`config.mk`:
```
export PLATFORM = sky130hd
export DESIGN_NAME = ps2_digit_display
export DESIGN_NICKNAME = d
export VERILOG_FILES = /design/src/rtl/ps2_digit_display.sv
export SDC_FILE = /design/constraint.sdc
export NUM_CORES = 1
export LEC_CHECK = 0
export ABC_CLOCK_PERIOD_IN_PS = 1900
export CAP_MARGIN = 20
export CORE_MARGIN = 2
export CORE_UTILIZATION = 49
export DETAILED_ROUTE_END_ITERATION = 8
export PLACE_DENSITY = 0.82
export SYNTH_ARGS = -nofsm -noshare
export SYNTH_HDL_FRONTEND = slang
export SYNTH_SLANG_ARGS = --single-unit
```
`constraint.sdc`:
```
create_clock -name clk_i -period 1.9 [get_ports clk_i]
set_input_delay 0.38 -clock clk_i [delete_from_list [all_inputs] [get_ports clk_i]]
set_output_delay 0.38 -clock clk_i [all_outputs]
set_load 0.01 [all_outputs]
```
`src/rtl/ps2_digit_display.sv`:
```
// Keypad digit entry buffer with a multiplexed 4-position
// seven-segment scanner (active-low segments and anodes).
module ps2_digit_display #(
  parameter int SCAN_DIV = 4
) (
  input  logic       clk_i,
  input  logic       rst_i,
  input  logic [3:0] digit_i,
  input  logic       digit_stb_i,
  output logic [6:0] seg_o,
  output logic [3:0] an_o,
  output logic [2:0] count_o
);

  localparam int PW = (SCAN_DIV > 1) ? $clog2(SCAN_DIV) : 1;
  localparam logic [PW-1:0] PMAX = PW'(SCAN_DIV - 1);

  logic [3:0]    dig_q [4];
  logic [3:0]    dig_d [4];
  logic [2:0]    cnt_q;
  logic [2:0]    cnt_d;
  logic [PW-1:0] pre_q;
  logic [1:0]    pos_q;
  logic          wrap;
  logic          is_num;
  logic          is_bs;
  logic          is_clr;
  logic [6:0]    seg_d;
  logic [3:0]    an_d;

  function automatic logic [6:0] enc(input logic [3:0] d);
    logic [6:0] s;
    unique case (d)
      4'd0:    s = 7'h40;
      4'd1:    s = 7'h79;
      4'd2:    s = 7'h24;
      4'd3:    s = 7'h30;
      4'd4:    s = 7'h19;
      4'd5:    s = 7'h12;
      4'd6:    s = 7'h02;
      4'd7:    s = 7'h78;
      4'd8:    s = 7'h00;
      4'd9:    s = 7'h10;
      default: s = 7'h7F;
    endcase
    return s;
  endfunction

  always_comb begin
    is_num = (digit_i <= 4'd9);
    is_bs  = (digit_i == 4'hE);
    is_clr = (digit_i == 4'hF);
  end

  // Codes 0xA..0xD fall through to default and leave state alone.
  always_comb begin
    dig_d = dig_q;
    cnt_d = cnt_q;
    if (digit_stb_i) begin
      unique case (1'b1)
        is_num: begin
          dig_d[3] = dig_q[2];
          dig_d[2] = dig_q[1];
          dig_d[1] = dig_q[0];
          dig_d[0] = digit_i;
          if (cnt_q != 3'd4)
            cnt_d = cnt_q + 3'd1;
        end
        is_bs: begin
          if (cnt_q != 3'd0) begin
            dig_d[0] = dig_q[1];
            dig_d[1] = dig_q[2];
            dig_d[2] = dig_q[3];
            dig_d[3] = 4'd0;
            cnt_d    = cnt_q - 3'd1;
          end
        end
        is_clr: begin
          for (int i = 0; i < 4; i++)
            dig_d[i] = 4'd0;
          cnt_d = 3'd0;
        end
        default: ;
      endcase
    end
  end

  always_comb begin
    wrap  = (pre_q == PMAX);
    an_d  = ~(4'b0001 << pos_q);
    seg_d = ({1'b0, pos_q} < cnt_q)
          ? enc(dig_q[pos_q]) : 7'h7F;
  end

  always_ff @(posedge clk_i) begin
    if (!rst_i) begin
      for (int i = 0; i < 4; i++)
        dig_q[i] <= 4'd0;
      cnt_q <= 3'd0;
      pre_q <= '0;
      pos_q <= 2'd0;
      seg_o <= 7'h7F;
      an_o  <= 4'b1111;
    end else begin
      dig_q <= dig_d;
      cnt_q <= cnt_d;
      pre_q <= wrap ? '0 : pre_q + 1'b1;
      if (wrap)
        pos_q <= pos_q + 2'd1;
      seg_o <= seg_d;
      an_o  <= an_d;
    end
  end

  assign count_o = cnt_q;

endmodule

```
==> key figures, run 1 <==
Outcome
  • Status: completed

Timing
  • Relative slew slack: around three quarters
  • Pins over their slew limit: 0
  • Actual slew at the worst max-slew pin: 0.403 ns
  • RSZ-0062 raised after global routing: no
  • Layout Skew: 0.00390 ns
  • Setup slack after layout: 0.0923 ns
  • Fmax: 0.553 GHz
  • Hold_ws: about 0.43 ns
  • Final hold vios: 0
  • Final Cycle Share: 95.1%
  • Final setup viols: 0
  • Final Critical Period: approximately 1.8 ns

CTS
  • Max clock buf depth: 2
  • H-Tree Depth: 2
  • CTS sink count: 34
  • Clk root buf: clkbuf_8
  • Post-CTS Hold Buffers: 0
  • TritonCTS clock tree: built
  • Clk_lat worst skew: 0.29 ns
  • CTS clk-pin slew, worst paths: 0.07 ns
  • Post-CTS setup buffers: 0
  • Number of CTS-inserted buffers: 5

Logic synthesis
  • Synth unique cells: 46
  • Largest area contributor in the netlist: dfxtp_1
  • Post-Synthesis Cell Area: around 1800 um^2
  • Syn Inst Count: 195
  • Number of synthesized register bits: 34
  • Post-synthesis net count: 214
  • Ys async rst share: 0%
  • Yosys top cell area share: 36.9%
  • Post-synthesis sequential area ratio: 36.9%
  • Post-synth EDFFs: 0
  • Ys flop type: dfxtp_1
  • Synthesized area per cell: 9.46 um^2
  • Largest cells by area after synthesis: dfxtp_1 (37%), ha_1 (7.5%), mux4_2 (3.7%)
  • Synth Warn #: 0

Setup path
  • Critical path fanouts, max: 4
  • Worst Path Required: roughly 2 ns
  • Worst setup EP type: flip-flop
  • Critical R2R Capture: seg_o[6]$_SDFF_PN1_
  • R2R depth: 5
  • Setup crit start kind: flip-flop
  • Reg2reg setup slack: 0.09 ns
  • WP data arrival: 1.96 ns
  • CP Class: flip-flop to flip-flop
  • Reg-to-Reg Start: pos_q[0]$_SDFFE_PN0P_

Pwr
  • Net switching power: 484 uW
  • Combinational Power Share: 23.9%
  • Flop pwr share: 45.7%
  • Max VDD drop: between 0.4 and 0.5 mV
  • Sw frac: 27.8%
  • Cell Pwr Density: roughly 730 nW/um^2
  • Clock Power Share: 30.4%
  • Int Pwr: approximately 1300 uW
  • Leakage: 0.000918 uW

Finish
  • Final nets: 260
  • Post-synthesis to final-layout area growth: 28.9%
  • Layout cell share with drive strength beyond 1: 22.9%
  • Commonest non-fill, non-tap cells in the layout: dfxtp_1 (33), buf_4 (32), clkdlybuf4s50_1 (16)
  • # diodes: 0
  • Leading cell type in the layout, fill and taps excluded: dfxtp_1

Drt
  • DR pass1 iterations: 4
  • Post-DR wirelength/cell: 14.7 um
  • Vias: between 1500 and 2000
  • Initial DRC Count: 76
  • Vias per cell: 5.71
  • Residual DRC: 0
  • Final ANT Viol Nets: 0
  • DRT Wirelength: ~4200 um

Global route
  • Largest net degree at the start of global routing: 18
  • Initial antenna violation count: 0
  • Global-route wire length before repair: just over 7000 um
  • Vias in the first global route: 1482
  • GRT Total Usage: 22.3%
  • Grt total ovfl: 0

Die
  • Rows: 22
  • Core Box Area: between 3000 and 4000 um^2
  • Starting Density: 50.8%
  • Die area: between 4000 and 5000 um^2
  • I/O pin count: 21
  • Die Ht: 65.4 um
  • Width of the die: 65.4 um

Placement
  • PortBufs: 20
  • Routability Congestion: roughly 0.84
  • Detailed-placement wirelength estimate: between 3000 and 4000 um
  • DP Worst Slack: -0.358 ns

Min path
  • Hold Path Sink: pre_q[0]$_SDFF_PP0_
  • Hold Crit Start: pre_q[0]$_SDFF_PP0_
  • Hold Crit Class: flip-flop to flip-flop
  • Worst hold path depth: 1

Job
  • Max-cap violations: 0
[cell families (layout without fill, tap and decap cells)]
logic type                 Yosys count  count (layout)  share of synthesized area (%)
DFF                                 34              34                           36.9
xor gates and xnor gates             4               4                           1.90
and+or+nand+nor                     58              58                           17.7
muxes                               10              10                           8.41
buffers and inverters               29              74                           7.05
AOI/OAI and AO/OA                   48              48                           19.5
adders and majority gates           12              12                           8.55
[per-stage QoR]
step / TNS (ns) / instance area [um^2] / std cells / util [%] / total power [uW]
floorplan: 0 / 1840 / 195 / - / 1050
global placement: -2.57 / 2270 / 282 / 62.6 / 1210
detailed placement: -2.93 / 2270 / 282 / 62.6 / 1220
CTS: 0 / 2360 / 288 / 64.8 / 1750
global route: 0 / 2380 / 288 / 65.4 / 1840
finish: 0 / 2380 / 288 / 65.4 / 1740
[metal layers]
layer	track usage (%)	part of all wire (%)
met3	6.85	5.9
met1	29.3	45
met2	33.8	48
met4	9.38	1.9
met5	0	0
[power groups by stage]
stage,logic [uW],registers [uW],clock network [uW]
2_1_floorplan,226,823,0
6_report,417,796,529
3_5_place_dp,408,811,0
3_3_place_gp,400,809,0
4_1_cts,413,796,540
5_1_grt,457,801,583
[critical path: stages, from the launching register on]
cell	delay [ns]
dfxtp_4	0.38
mux4_2	0.57
ha_1	0.22
or2b_1	0.24
o22ai_1	0.14
o211ai_1	0.12
[worst max path at each step]
stage	from	endpoint	slack, ns
6_report	pos_q[0]$_SDFFE_PN0P_	seg_o[6]$_SDFF_PN1_	0.09
5_1_grt	pos_q[0]$_SDFFE_PN0P_	seg_o[4]$_SDFF_PN1_	0.01
4_1_cts	digit_i[3]	count_o[2]$_SDFFE_PN0P_	0.003
3_5_place_dp	digit_i[2]	count_o[2]$_SDFFE_PN0P_	-0.36
3_3_place_gp	digit_i[0]	count_o[2]$_SDFFE_PN0P_	-0.31
2_1_floorplan	digit_i[1]	count_o[2]$_SDFFE_PN0P_	0.02
[state kept, by name, summed over array words and instances (netlist names)]
register  cells
count_o       3
pos_q         2
pre_q         2
seg_o         7
dig_q        16
an_o          4
[cell type report]
class,count,area [um^2]
Clock buffer,6,82.6
Tap cell,48,60.1
Multi-Input combinational cell,132,1040
Fill cell,309,1260
Timing Repair Buffer,52,447
Sequential cell,34,684
Inverter,16,60.1
[cell usage after synthesis, types with 2 or more instances]
cell and count:
buf_2 4, clkbuf_1 5, nand3b_1 2, a21oi_1 4, dfxtp_1 34, o2111ai_1 4
xnor2_1 3, o21ai_0 12, ha_1 11, mux2i_1 5, nor2_1 6, nor3_1 4
buf_6 2, mux4_2 3, inv_1 14, nand2b_1 2, nor3b_1 8, a21boi_0 3
and2_1 4, nand2_1 15, nand3_1 10, o21bai_1 2, a211oi_1 5, a2111oi_0 5
nand4_1 2, o211ai_1 6
[repair_timing]
item / CTS / global route
setup endpoints to repair: 3 / 7
resized for setup: 4 / 10
pin swaps: 1 / 2
endpoints found under the hold margin: 0 / 0
cloned: 0 / 0
No activity file was read; power rests on OpenSTA's default activity.
==> run 2, diff against run 1 <==
==> constraint.sdc (replaced) <==
create_clock -name clk_i -period 1.9 [get_ports clk_i]
set_input_delay 0.38 -clock clk_i [delete_from_list [all_inputs] [get_ports clk_i]]
set_output_delay 0.38 -clock clk_i [all_outputs]
set_load 0.05 [all_outputs]
==> run 2 against run 1 <==
Compared with the run above: setup slack lost 0.032 ns; hold slack gained 0.011 ns; clock skew shrank 0.0023 ns; maximum frequency shrank 1.7%; sequential share of layout area grew 0.29 points; critical path type unchanged; critical endpoint is now seg_o[4]$_SDFF_PN1_; largest cell class unchanged; largest power group unchanged.
==> key figures, run 2 (synthesis gave the netlist of run 1 again) <==
Finish
  • # diodes: 0
  • Final nets: 253
  • Top Registers: dig_q (16), seg_o (7), an_o (4)
  • Commonest non-fill, non-tap cells in the layout: dfxtp_1 (31), buf_4 (27), nand2_1 (15)
  • Post-synthesis to final-layout area growth: 28.1%
  • Layout cell share with drive strength beyond 1: 22.6%
  • Leading cell type in the layout, fill and taps excluded: dfxtp_1
  • Max reg flops: 16
  • Fin cells: 282
  • Biggest register: dig_q
  • # fillers: about 310

Setup path
  • Worst Setup SP: pos_q[0]$_SDFFE_PN0P_
  • Critical path fanouts, max: 4
  • Reg2reg setup slack: 0.06 ns
  • Reg-to-Reg Start: pos_q[0]$_SDFFE_PN0P_
  • Setup crit start kind: flip-flop
  • Worst Path Required: 2.07 ns
  • CP Class: flip-flop to flip-flop
  • WP data arrival: approximately 2 ns
  • Worst setup EP type: flip-flop

Pwr
  • Cell Pwr Density: about 830 nW/um^2
  • Leakage: around 0.0009 uW
  • Max VDD drop: 0.576 mV
  • Total power: 1960 uW

Global route
  • Vias in the first global route: ~1500
  • Largest net degree at the start of global routing: 26
  • GRT Total Usage: 21.5%
  • Grt total ovfl: 0
  • Initial antenna violation count: 0
  • Global-route wire length before repair: 6980 um

Drt
  • DR top layer: met4
  • Vias: roughly 1600
  • DRT Wirelength: around 4200 um
  • Initial DRC Count: 95
  • Post-DR wirelength/cell: roughly 15 um
  • Met1 wire length: 1820 um
  • Wire length on met3: between 200 and 250 um
  • Met2 wire len: 2060 um
  • Final ANT Viol Nets: 0
  • Vias per cell: 5.69
  • DR pass1 iterations: 5
  • Residual DRC: 0

Die
  • Die area: roughly 4300 um^2
  • Rows: 22
  • Die Ht: ~65 um
  • Width of the die: 65.4 um
  • Starting Density: 50.8%
  • I/O pin count: 21
  • Core Box Area: 3630 um^2

Timing
  • Fmax: 0.544 GHz
  • Final Cycle Share: 96.8%
  • Layout Skew: between 0.0015 and 0.002 ns
  • Actual slew at the worst max-slew pin: 0.492 ns
  • Pins over their slew limit: 0
  • Final Critical Period: between 1.5 and 2 ns
  • Total negative slack: 0 ns
  • RSZ-0062 raised after global routing: no
  • Final hold vios: 0
  • Setup slack after layout: between 0.06 and 0.07 ns
  • Relative slew slack: 67.1%
  • Final setup viols: 0

Job
  • Max-cap violations: 0

CTS
  • Max clock buf depth: 2
  • TritonCTS clock tree: built
  • CTS sink count: 34
  • CTS clk-pin slew, worst paths: 0.06 ns
  • Post-CTS Hold Buffers: 0
  • H-Tree Depth: 2
  • Number of CTS-inserted buffers: 5
  • Post-CTS setup buffers: 0
  • Clk root buf: clkbuf_8
  • Clk_lat worst skew: 0.29 ns

Min path
  • Hold Crit Start: pre_q[0]$_SDFF_PP0_
  • Hold Crit Class: flip-flop to flip-flop

Placement
  • Placed cells: 275
  • DP Worst Slack: -0.365 ns
  • Routability Congestion: approximately 0.89
  • Detailed-placement wirelength estimate: approximately 3000 um
  • PortBufs: 20

Outcome
  • Status: completed
-- run 2: changes by cell type in the layout (fill, tap and decap cells not counted), sizes merged --
cell,previous run,this run
buf,32,28
clkdlybuf4s50,16,13
bufinv,0,1
-- run 2: through the flow --
| step | util, % | hold WS [ns] | cell area [um^2] |
|---|---|---|---|
| 6_report | 65.0 | 0.436 | 2360 |
| 5_1_grt | 65.0 | 0.484 | 2360 |
| 4_1_cts | 64.4 | 0.439 | 2340 |
| 3_5_place_dp | 61.4 | 0.429 | 2230 |
| 3_3_place_gp | 61.4 | 0.415 | 2230 |
| 2_1_floorplan | - | 0.404 | 1850 |
-- run 2: metal layers --
layer	vias up	GRT usage, %
met5	-	0
met4	0	10.2
met3	9	3.60
met2	57	35.1
met1	763	27.8
li1	775	-
-- run 2: timing repair --
item | CTS | global route
gates resized for setup | 4 | 9
cloned | 0 | 0
pin swaps | 2 | 3
endpoints found under the setup margin | 6 | 7
-- run 2: final timing paths --
kind,cells past startpoint,to
setup reg to reg,7,seg_o[4]$_SDFF_PN1_
setup / recovery,7,seg_o[4]$_SDFF_PN1_
hold reg to reg,1,pre_q[0]$_SDFF_PP0_
hold / removal,1,pre_q[0]$_SDFF_PP0_
-- run 2: worst max-delay path: stages (launching register included) --
cell      delay, ns
dfxtp_4        0.39
mux4_2         0.58
inv_1          0.13
ha_1           0.17
inv_1          0.04
nor2_1         0.15
mux2_2         0.19
o211ai_1       0.08
-- run 2: final cells by class --
type | instances | area, um^2 | area share (%)
multi-input cells | 132 | 1040 | 44.2
flip-flops and latches | 34 | 687 | 29.1
repair buffers | 45 | 399 | 16.9
clock buffers | 6 | 82.6 | 3.50
inverters | 16 | 60.1 | 2.54
well taps | 48 | 60.1 | 2.54
clock inverters | 1 | 30.0 | 1.27
-- run 2: report_power, final --
group / internal (uW) / switching, uW
combinational: 201 / 280
clock: 419 / 256
sequential: 768 / 40.5
total: 1390 / 576
==> run 3, diff against run 2 <==
--- a/config.mk
+++ b/config.mk
@@ -7,8 +7,10 @@
 export LEC_CHECK = 0
 export ABC_CLOCK_PERIOD_IN_PS = 1900
 export CAP_MARGIN = 20
+export CELL_PAD_IN_SITES_DETAIL_PLACEMENT = 0
+export CELL_PAD_IN_SITES_GLOBAL_PLACEMENT = 1
 export CORE_MARGIN = 2
-export CORE_UTILIZATION = 49
+export CORE_UTILIZATION = 38
 export DETAILED_ROUTE_END_ITERATION = 8
 export PLACE_DENSITY = 0.82
 export SYNTH_ARGS = -nofsm -noshare
==> run 3 against run 2 <==
Compared with the run above: critical endpoint is now count_o[2]$_SDFFE_PN0P_; critical path depth up 1; design area up 0.79%; routed wire length up 0.26%; clock power down 26%; clock-buffer cell count down 1; core utilization down 14 points; sequential cell count unchanged; register-to-register slack better by 0.08 ns; cell count up 3.2%.
==> key figures, run 3 (synthesis gave the netlist of run 1 again) <==
Outcome
  • Status: completed

Setup path
  • Worst setup EP type: flip-flop
  • Crit-path max cell delay: 0.39 ns
  • CP delay by family, top: simple AND/OR/NAND/NOR gates
  • Crit-path cells: dlygate4sd2_1 -> and4b_2 -> inv_2 -> fa_2 -> xor2_2 -> nor2_1 -> a21oi_1 -> o221a_2
  • WP buf/inv: 2
  • Setup crit start kind: input pin
  • Worst Path Required: 2.07 ns
  • Critical path fanouts, max: 2
  • WP data arrival: 1.96 ns
  • CP Class: input pin to flip-flop
  • Slowest CP cell: fa_2

Finish
  • Max reg flops: 16
  • Top Registers: dig_q (16), seg_o (7), an_o (4)
  • # fillers: ~440
  • Leading cell type in the layout, fill and taps excluded: dfxtp_1
  • Post-synthesis to final-layout area growth: 29.1%
  • # diodes: 0
  • Design area: approximately 2400 um^2
  • Biggest register: dig_q
  • Commonest non-fill, non-tap cells in the layout: dfxtp_1 (31), buf_4 (28), nand2_1 (15)
  • Final nets: 256
  • Layout cell share with drive strength beyond 1: 23.2%

Pwr
  • Total power: between 1500 and 2000 uW
  • Clock Power Share: around 28%
  • Flop pwr share: 44.9%
  • Net switching power: around 570 uW
  • Sw frac: 31.9%
  • Int Pwr: 1230 uW
  • Cell Pwr Density: 756 nW/um^2
  • Leakage: 0.000918 uW
  • Max VDD drop: 0.474 mV
  • Combinational Power Share: 27.5%

Timing
  • Hold_ws: 0.433 ns
  • RSZ-0062 raised after global routing: no
  • Final hold vios: 0
  • Fmax: 0.561 GHz
  • Final Critical Period: 1.78 ns
  • Actual slew at the worst max-slew pin: 0.498 ns
  • Pins over their slew limit: 0
  • Total negative slack: 0 ns
  • Setup slack after layout: roughly 0.12 ns
  • Layout Skew: 0.00362 ns
  • Relative slew slack: 66.7%
  • Final setup viols: 0
  • Final Cycle Share: between 90 and 100%

Placement
  • PortBufs: 20
  • Detailed-placement wirelength estimate: between 3000 and 4000 um
  • Dpl cell area: approximately 2300 um^2
  • DP Worst Slack: -0.369 ns
  • Routability Congestion: 0.752

Global route
  • Grt peak-use layer: met2
  • Grt total ovfl: 0
  • Met2 Use GR: between 20% and 30%
  • M3 GR Usage: ~3.7%
  • Largest net degree at the start of global routing: 30
  • Global-route wire length before repair: 7170 um
  • Vias in the first global route: 1512
  • Initial antenna violation count: 0
  • GRT Total Usage: 17.1%
  • GR Layer Usage met1: a little over a fifth

Die
  • Width of the die: 73.7 um
  • Starting Density: 39.3%
  • Die area: roughly 5400 um^2
  • Die Ht: approximately 74 um
  • Rows: 25
  • Core Box Area: 4690 um^2
  • I/O pin count: 21

CTS
  • H-Tree Depth: 2
  • CTS clk-pin slew, worst paths: 0.07 ns
  • Post-CTS setup buffers: 0
  • Post-CTS Hold Buffers: 0
  • CTS sink count: 34
  • TritonCTS clock tree: built
  • Clk root buf: clkbuf_8
  • Clk_lat worst skew: 0.28 ns
  • Number of CTS-inserted buffers: 5
  • Max clock buf depth: 2

Drt
  • Post-DR wirelength/cell: 14.5 um
  • Initial DRC Count: 91
  • DRT Wirelength: 4220 um
  • DR pass1 iterations: 4
  • Vias: 1570
  • Final ANT Viol Nets: 0
  • Vias per cell: approximately 5.4
  • Residual DRC: 0

Job
  • Max-cap violations: 0

Min path
  • Hold Crit Class: flip-flop to flip-flop
[run 3: metrics by stage]
step	util (%)	cells
global placement	48.7	284
floorplan	-	195
finish	50.7	291
global route	50.7	291
detailed placement	48.7	284
CTS	50.3	291
[run 3: per-layer routing]
metal	part of all wire, %	vias to the layer above
li1	-	782
met1	44	738
met2	50	43
met3	4.6	7
met4	1.4	0
met5	0	-
[run 3: power by group through the flow]
stage	sequential (uW)	combinational (uW)	clock (uW)
after floorplan	910	226	0
after global placement	822	489	0
after detailed placement	823	491	0
after CTS	808	494	509
after global routing	814	532	547
final	808	494	498
[run 3: cell type report]
cell class	count	area [um^2]	area share (%)
Sequential cell	34	687	28.8
Clock buffer	5	68.8	2.89
Multi-Input combinational cell	132	1040	43.7
Inverter	16	60.1	2.52
Timing Repair Buffer	48	447	18.8
Tap cell	54	67.6	2.84
Clock inverter	2	10.0	0.420
[run 3: worst paths after layout]
check | from | to | slack, ns | cells after the start
worst max-delay path | digit_i[3] | count_o[2]$_SDFFE_PN0P_ | 0.12 | 8
worst min-delay path | pre_q[0]$_SDFF_PP0_ | pre_q[0]$_SDFF_PP0_ | 0.43 | 1
worst max register to register | pos_q[0]$_SDFFE_PN0P_ | seg_o[4]$_SDFF_PN1_ | 0.14 | 7
worst min register to register | pre_q[0]$_SDFF_PP0_ | pre_q[0]$_SDFF_PP0_ | 0.43 | 1
[run 3: what timing repair did]
action	in CTS	in global routing
gates resized for setup	2	8
hold endpoints to repair	0	0
cloned	0	0
pin swaps	1	3
setup endpoints to repair	3	6
